**config.mk**
```make
export PLATFORM = sky130hd
export DESIGN_NAME = alu_issue_ctrl
export DESIGN_NICKNAME = d
export VERILOG_FILES = /design/src/rtl/alu_issue_ctrl.sv
export SDC_FILE = /design/constraint.sdc
export NUM_CORES = 1
export LEC_CHECK = 0
export ABC_CLOCK_PERIOD_IN_PS = 2800
export CAP_MARGIN = 20
export CORE_MARGIN = 2
export CORE_UTILIZATION = 40
export DETAILED_ROUTE_END_ITERATION = 7
export PLACE_DENSITY = 0.71
export SYNTH_ARGS = -nofsm -noshare
export SYNTH_HDL_FRONTEND = slang
export SYNTH_SLANG_ARGS = --single-unit
```
**constraint.sdc**
```tcl
create_clock -name clk_i -period 2.8 [get_ports clk_i]
set_input_delay 0.7 -clock clk_i [delete_from_list [all_inputs] [get_ports clk_i]]
set_output_delay 0.7 -clock clk_i [all_outputs]
set_load 0.01 [all_outputs]
```
**src/rtl/alu_issue_ctrl.sv**
```systemverilog
// Issue controller: decodes one instruction at a time, drives the ALU operands and
// writes the captured ALU result back into a small register file (r0 hard-wired to zero).

package simple_processor_pkg;

    parameter int unsigned DATA_WIDTH = 32;

    typedef enum logic [1:0] {
        FuncAdd     = 2'd0,
        FuncAddi    = 2'd1,
        FuncSub     = 2'd2,
        FuncInvalid = 2'd3
    } func_t;

endpackage

module alu_issue_ctrl #(
    parameter int unsigned DATA_WIDTH  = simple_processor_pkg::DATA_WIDTH,
    parameter int unsigned INSTR_WIDTH = 16,
    parameter int unsigned NUM_REGS    = 8
) (
    input  logic                        clk_i,
    input  logic                        arst_ni,
    input  logic [INSTR_WIDTH-1:0]      instr_i,
    input  logic                        instr_valid_i,
    output logic                        instr_ready_o,
    output simple_processor_pkg::func_t func_o,
    output logic [DATA_WIDTH-1:0]       rs1_data_o,
    output logic [DATA_WIDTH-1:0]       rs2_data_o,
    output logic [5:0]                  imm_o,
    input  logic [DATA_WIDTH-1:0]       result_i,
    output logic                        wb_valid_o,
    output logic [2:0]                  wb_addr_o,
    output logic [DATA_WIDTH-1:0]       wb_data_o,
    output logic                        illegal_o,
    input  logic [2:0]                  dbg_addr_i,
    output logic [DATA_WIDTH-1:0]       dbg_data_o
);

    import simple_processor_pkg::func_t;
    import simple_processor_pkg::FuncAdd;
    import simple_processor_pkg::FuncAddi;
    import simple_processor_pkg::FuncSub;
    import simple_processor_pkg::FuncInvalid;

    typedef enum logic [1:0] {
        StIdle = 2'd0,
        StExec = 2'd1,
        StWb   = 2'd2
    } state_t;

    state_t                state_q, state_d;
    logic                  ready_q, ready_d;
    func_t                 func_q, func_d;
    logic [2:0]            rd_q, rd_d;
    logic [DATA_WIDTH-1:0] rs1_q, rs1_d;
    logic [DATA_WIDTH-1:0] rs2_q, rs2_d;
    logic [5:0]            imm_q, imm_d;
    logic                  wb_valid_q, wb_valid_d;
    logic                  illegal_q, illegal_d;
    logic [DATA_WIDTH-1:0] wb_data_q, wb_data_d;
    logic [DATA_WIDTH-1:0] regs_q [NUM_REGS];
    logic [DATA_WIDTH-1:0] regs_d [NUM_REGS];

    logic [3:0] opcode;
    logic [2:0] dec_rd, dec_rs1, dec_rs2;

    assign opcode  = instr_i[15:12];
    assign dec_rd  = instr_i[11:9];
    assign dec_rs1 = instr_i[8:6];
    assign dec_rs2 = instr_i[5:3];

    always_comb begin
        state_d    = state_q;
        ready_d    = ready_q;
        func_d     = func_q;
        rd_d       = rd_q;
        rs1_d      = rs1_q;
        rs2_d      = rs2_q;
        imm_d      = imm_q;
        wb_valid_d = 1'b0;
        illegal_d  = 1'b0;
        wb_data_d  = wb_data_q;
        regs_d     = regs_q;

        unique case (state_q)
            StIdle: begin
                // Ready rises on the first edge after reset release, then tracks the FSM.
                ready_d = 1'b1;
                if (instr_valid_i && ready_q) begin
                    state_d = StExec;
                    ready_d = 1'b0;
                    unique case (opcode)
                        4'd0, 4'd2: begin
                            func_d = (opcode == 4'd0) ? FuncAdd : FuncSub;
                            rd_d   = dec_rd;
                            rs1_d  = regs_q[dec_rs1];
                            rs2_d  = regs_q[dec_rs2];
                            imm_d  = '0;
                        end
                        4'd1: begin
                            func_d = FuncAddi;
                            rd_d   = dec_rd;
                            rs1_d  = regs_q[dec_rs1];
                            rs2_d  = '0;
                            imm_d  = instr_i[5:0];
                        end
                        default: begin
                            func_d = FuncInvalid;
                            rd_d   = '0;
                            rs1_d  = '0;
                            rs2_d  = '0;
                            imm_d  = '0;
                        end
                    endcase
                end
            end
            StExec: begin
                state_d = StWb;
                if (func_q != FuncInvalid) begin
                    wb_data_d  = result_i;
                    wb_valid_d = 1'b1;
                end else begin
                    illegal_d = 1'b1;
                end
            end
            StWb: begin
                state_d = StIdle;
                ready_d = 1'b1;
                if (wb_valid_q && (rd_q != 3'd0)) begin
                    regs_d[rd_q] = wb_data_q;
                end
            end
            default: begin
                state_d = StIdle;
                ready_d = 1'b0;
            end
        endcase
    end

    always_ff @(posedge clk_i or negedge arst_ni) begin
        if (!arst_ni) begin
            state_q    <= StIdle;
            ready_q    <= 1'b0;
            func_q     <= FuncInvalid;
            rd_q       <= '0;
            rs1_q      <= '0;
            rs2_q      <= '0;
            imm_q      <= '0;
            wb_valid_q <= 1'b0;
            illegal_q  <= 1'b0;
            wb_data_q  <= '0;
            for (int i = 0; i < int'(NUM_REGS); i++) begin
                regs_q[i] <= '0;
            end
        end else begin
            state_q    <= state_d;
            ready_q    <= ready_d;
            func_q     <= func_d;
            rd_q       <= rd_d;
            rs1_q      <= rs1_d;
            rs2_q      <= rs2_d;
            imm_q      <= imm_d;
            wb_valid_q <= wb_valid_d;
            illegal_q  <= illegal_d;
            wb_data_q  <= wb_data_d;
            regs_q     <= regs_d;
        end
    end

    assign instr_ready_o = ready_q;
    assign func_o        = func_q;
    assign rs1_data_o    = rs1_q;
    assign rs2_data_o    = rs2_q;
    assign imm_o         = imm_q;
    assign wb_valid_o    = wb_valid_q;
    assign wb_addr_o     = rd_q;
    assign wb_data_o     = wb_data_q;
    assign illegal_o     = illegal_q;
    assign dbg_data_o    = (dbg_addr_i == 3'd0) ? '0 : regs_q[dbg_addr_i];

    a_wb_excl: assert property (@(posedge clk_i) disable iff (!arst_ni)
        !(wb_valid_o && illegal_o));
    a_wb_not_ready: assert property (@(posedge clk_i) disable iff (!arst_ni)
        (wb_valid_o || illegal_o) |-> !instr_ready_o);

endmodule

```
# Word-level counts from Yosys, hierarchy flattened
# Cells that the tools add are included.
# totals
reg_bits	368
output_inout_bits	142
elab_cells	72
# op_classes
magnitude_cmp	5
n_eq_ne	6
n_mux	27
n_bitwise	4
n_reduce_logical	12
# op_table
operator	count
32-bit two-way mux	10
32-bit binary-select mux with 3-bit select	3
256-bit bitwise mux	1
32-bit demux with 3-bit select	1
4-bit greater-or-equal comparator (second input constant)	4
3-bit inverter with 4-bit output	4
2-bit case mux with 2 select lines	2
6-bit two-way mux	1
2-bit AND reduction	3
1-bit two-way mux	5
4-bit by 1-bit == test with 1-bit output (second input constant)	1
4-bit by 2-bit == test with 1-bit output (second input constant)	1
4-bit zero test	1
4-bit by 1-bit less-than comparator with 1-bit output (second input constant)	1
2-bit two-way mux	2
2-bit != test (second input constant)	2
1-bit logical AND	3
3-bit zero test	1
3-bit two-way mux	1
1-bit case mux with 3 select lines	1
3-bit nonzero test	1
3-bit OR reduction	1
2-bit by 1-bit == test with 1-bit output (second input constant)	1
2-bit == test (second input constant)	1
2 further kinds	2

# Longest topological paths before layout
# logic_depth
ltp_word	6
depth_mapped	6
ltp_nobuf	4

# Worst setup path before layout
# No wires, ideal clock.
# synth_timing
kind	input to output
start	input port dbg_addr_i[0]
end	output port dbg_data_o[17]
arrival_time_ps	1938
required_time_ps	2100
setup_slack_ps	162
stages	5
path_buffers	2
cell_sequence	buf_2 > buf_2 > mux4_2 > inv_1 > a21oi_1
# synth_between
elab_chain_cells	5
word_cells_on_any_way	6
# synth_lines
item	line_no	rtl
start, declared	36	input logic [2:0] dbg_addr_i,
3-bit inverter with 4-bit output (implied by the code)	180	assign dbg_data_o = (dbg_addr_i == 3'd0) ? '0 : regs_q[dbg_addr_i];
32-bit binary-select mux with 3-bit select	180	
32-bit two-way mux (implied by the code) (2 in series)	180	
32-bit two-way mux *	180	
end, declared	37	output logic [DATA_WIDTH-1:0] dbg_data_o
# Every way passes the cells marked *; elsewhere a longest branch is shown, timed or not. The select of a mux whose other input is x is not followed.

# Final worst setup path
# layout_timing
start	input port dbg_addr_i[1]
end	output port dbg_data_o[19]
# The elaborated chain is that of the path after synthesis.

==> results.txt <==
* Endpoint with the worst hold slack: regs_q[244]
- The floorplan step defined a die boundary enclosing 49690 µm².
- In the final layout, the share of cells above drive strength 1 is 0.3837.
- Transition time at the pin with the least slew margin: 0.6913 ns
* Number of core rows: 80
- H-tree Lvls: 2
- Endpoint required time on the critical path: 2.10 ns
- Antenna diode count: 0
- The share of the synthesized area in compound gates (AO/OA/AOI/OAI) was 0.05822.
* Post-Place Worst Slack: -0.3914 ns
- Final estimated routing congestion in global placement: 0.8016
- Of the total synthesized cell area, the portion taken by XOR and XNOR cells is 0.
- Multi-input gate area: 9221 µm²
- Counting tap cells, the placed design contains a total of 1949 instances.
* Portion of the clock cycle consumed by the worst path in the final layout: 0.9891
- Worst hold path startpoint: regs_q[244]
- The critical path is of the in2out type.
- Clock transition at path regs: 0.05 ns
* Total setup violations reported at the end of the flow: 0
- The placed instances occupy a cell area of 21990 µm².
* Post-route insts no fill: 2038
- Synthesis produced a netlist with a net count of 1267.
* Static leakage: 11.11 nW
- Total count of hold-check failures in the final report: 0
* Vertical die dimension: 222.9 µm
- After layout, the worst setup slack is 0.03039 ns.
- During synthesis, Yosys emitted a total of 0 warnings.
- The flow ran to the end, and the final reports show no timing, DRC or antenna violations.
* Worst hold stages: 0
- Sequential share of the synthesized area: 0.4805
- Effective utilization at floorplan: 0.4032
* Maximum vdd ir drop: 658.8 µV
- Reg2reg start: state_q[0]
- Global routing met2 resource utilization: 0.3501
- Entering global routing, the biggest net connects 100 pins.
- During I/O placement, the number of pins put on the boundary was 196.
* Global-route total usage across every layer: 0.2178
- Reg-to-reg critical path endpoint: regs_q[198]
- By area, the combinational part of the netlist is dominated by multiplexers.
* Number of DRC violations after detailed routing: 0
- The core region is 47550 µm².
- Power comes to 16.07 mW.
- Register-to-Register Path Depth: 4
* Finished Core Util: 0.5003
- For this block, the routed nets add up to 53.40 mm of wire.
* Timing-limited maximum frequency: 0.3611 GHz
- Worst slew margin relative to its limit: 0.5391
- The via count of the first global-routing pass came to 13118.
* Global Route met3 Usage: 0.04491
- Worst min-delay path class: reg2reg
- RSZ-0062 raised after global routing: true
- Mean routed wirelength per cell: 26.20 µm
- Mux contribution to synthesized area: 0.4063
* PortBufs: 195
- In this run the remaining antenna-violating nets after routing total 0.
* Die width: 222.9 µm
- The setup check on the worst reg-to-reg path leaves a slack of 0.53 ns.
* Met1 layer usage reported by global route: 0.2968
- Aggregate negative setup slack: 0 ns
- Overall via count from detail_route: 12349
- After global routing, the most crowded layer is met2.
* Number of different library cells in the post-synthesis netlist: 32
- Count of max-cap constraint violations: 0
- Wire length of the first global-routing pass: 81.97 mm
* Root buf cell: clkbuf_16
* Total congestion overflow after global routing: 0
* Detailed router's first-iteration violation count: 773
* #FFs+latches synth: 368
- Startpoint type of the worst setup path: primary input
- The layout has 3926 filler cells.
* Cell Pwr Density: 675.8 nW/µm²
- Area growth from synthesis to layout: 24.10%
* Worst Path Arrival: 2.07 ns
- TritonCTS created 42 clock buffers.
- The pre-antenna-repair detailed-routing pass consisted of 5 iterations.
* Total area of sequential cells: 9211 µm²
- The most used flip-flop cell after synthesis is dfrtp_1.
- Adder and majority gate portion of the synthesized area: 0
- Fin. max-slew vios: 0
* Sort of element at the end of the critical path: output pin
* Post-synthesis share of cell area spent on and, or, nand and nor gates: 0.009204
- The number of antenna violations at the first check in global routing is 0.
- Number of enable-type register cells in the synthesized netlist: 0
* Post-synth top area share: 0.4778
- The cell count after synthesis came out at 1213.
- For the worst-skew pair, the clock arrives at the later sink with an insertion delay of 0.57 ns.
- By area the synthesized netlist is led by dfrtp_1 (48%), mux2_2 (15%), mux4_2 (12%).
- TritonCTS clock tree: done
* Number of nets in the layout: 1448
- Post-route clock skew: 0.01598 ns
- The routed design could run at a clock period as short as 2.770 ns.
- The biggest area contributor in the post-synthesis netlist is dfrtp_1.
- Post-route design area: 23790 µm²
- Along the worst path, the maximum fanout reaches 18.
- Num Clock Sinks: 368
* Number of buffers between clock root and the deepest sink: 3
* Share of synthesized registers carrying an async set or reset: 1.000
- Hold is met by 0.3925 ns.
* Average via count per standard cell: 6.059
- Average cell area after synthesis: 15.80 µm²
- After legalization and detailed placement, the total HPWL measured 32.34 mm.
- Synthesized cell area: 19170 µm²
how the worst max path moves through the flow:
stage                        startpoint        endpoint  slack [ns]  cells past startpoint
after global placement    dbg_addr_i[1]  dbg_data_o[28]       -0.39                      7
after floorplan           dbg_addr_i[0]  dbg_data_o[17]        0.16                      5
after detailed placement  dbg_addr_i[1]  dbg_data_o[28]       -0.39                      7
after global routing        regs_q[213]  dbg_data_o[21]       -0.01                      5
final                     dbg_addr_i[1]  dbg_data_o[19]        0.03                      6
after CTS                 dbg_addr_i[0]  dbg_data_o[31]       -0.01                      7
cell type report:
cell class / instances / share of cell area
Clock buffer: 57 / 0.05134
Clock inverter: 16 / 0.01041
Inverter: 33 / 0.005207
Multi-Input combinational cell: 677 / 0.3876
Sequential cell: 368 / 0.3872
Tap cell: 615 / 0.03235
Timing Repair Buffer: 272 / 0.1258
Yosys cell counts (all sizes together), types with 2 or more instances:
master and count:
dfrtp 366, mux2 352, mux4 160, a22o 73, clkbuf 70, buf 65, inv 33, a21oi 32
a221oi 31, nand2 5, nor2 3, and3 2, dfstp 2, nand2b 2, nand3b 2, nor2b 2
nor3b 2, nor4 2, o21ai 2
worst max-delay path, cell delays in order:
cell and delay, ns:
buf_12 0.14, buf_16 0.18, mux2_2 0.34, a221oi_1 0.25, a21oi_1 0.12, dlygate4sd2_1 0.31
state kept, by name, summed over array words and instances, names as in the netlist, 2 cells and up:
name	count
func_o	2
imm_o	6
regs_q	256
rs1_data_o	32
rs2_data_o	32
state_q	2
wb_addr_o	3
wb_data_o	32
what timing repair did:
item                       4_1_cts  5_1_grt
setup buffers                    1        9
pin swaps                        0        1
hold buffers                     1        0
setup endpoints to repair       32       19
cloned                           4        1
hold endpoints to repair        25        0
resized for setup               48       22
logic make-up (layout without fill, tap and decap cells):
kind of cell / count (synthesis) / after routing
compound gates: 140 / 140
mux: 512 / 512
flops: 368 / 368
simple gates: 25 / 25
buf+inv: 168 / 378
routing by layer:
| layer | vias up | routed length (µm) |
|---|---|---|
| met1 | 6568 | 22750 |
| met3 | 99 | 3496 |
| li1 | 5145 | - |
| met2 | 537 | 25620 |
| met5 | - | 0 |
| met4 | 0 | 1539 |
power breakdown:
group / internal [mW] / leakage [nW] / switching (mW) / total, mW
combinational: 1.87 / 5.36 / 1.34 / 3.20
sequential: 5.97 / 5.04 / 1.04 / 7.01
clock: 3.60 / 0.708 / 2.26 / 5.86
cells in the final DEF (no fill, tap or decap), drive strengths merged, types with 2 or more instances in the layout:
cell,instances
mux2,352
bufbuf,2
nor2b,2
nand2,5
dfstp,2
dlygate4sd2,23
nor3b,2
o21ai,2
nor2,3
bufinv,6
nand2b,2
clkdlybuf4s15,5
clkinvlp,4
buf,86
a221oi,31
inv,33
and3,2
nor4,2
mux4,160
clkinv,6
nand3b,2
clkbuf,59
a21oi,32
a22o,73
clkdlybuf4s50,153
dfrtp,366
Power figures use the tool's default switching activity.
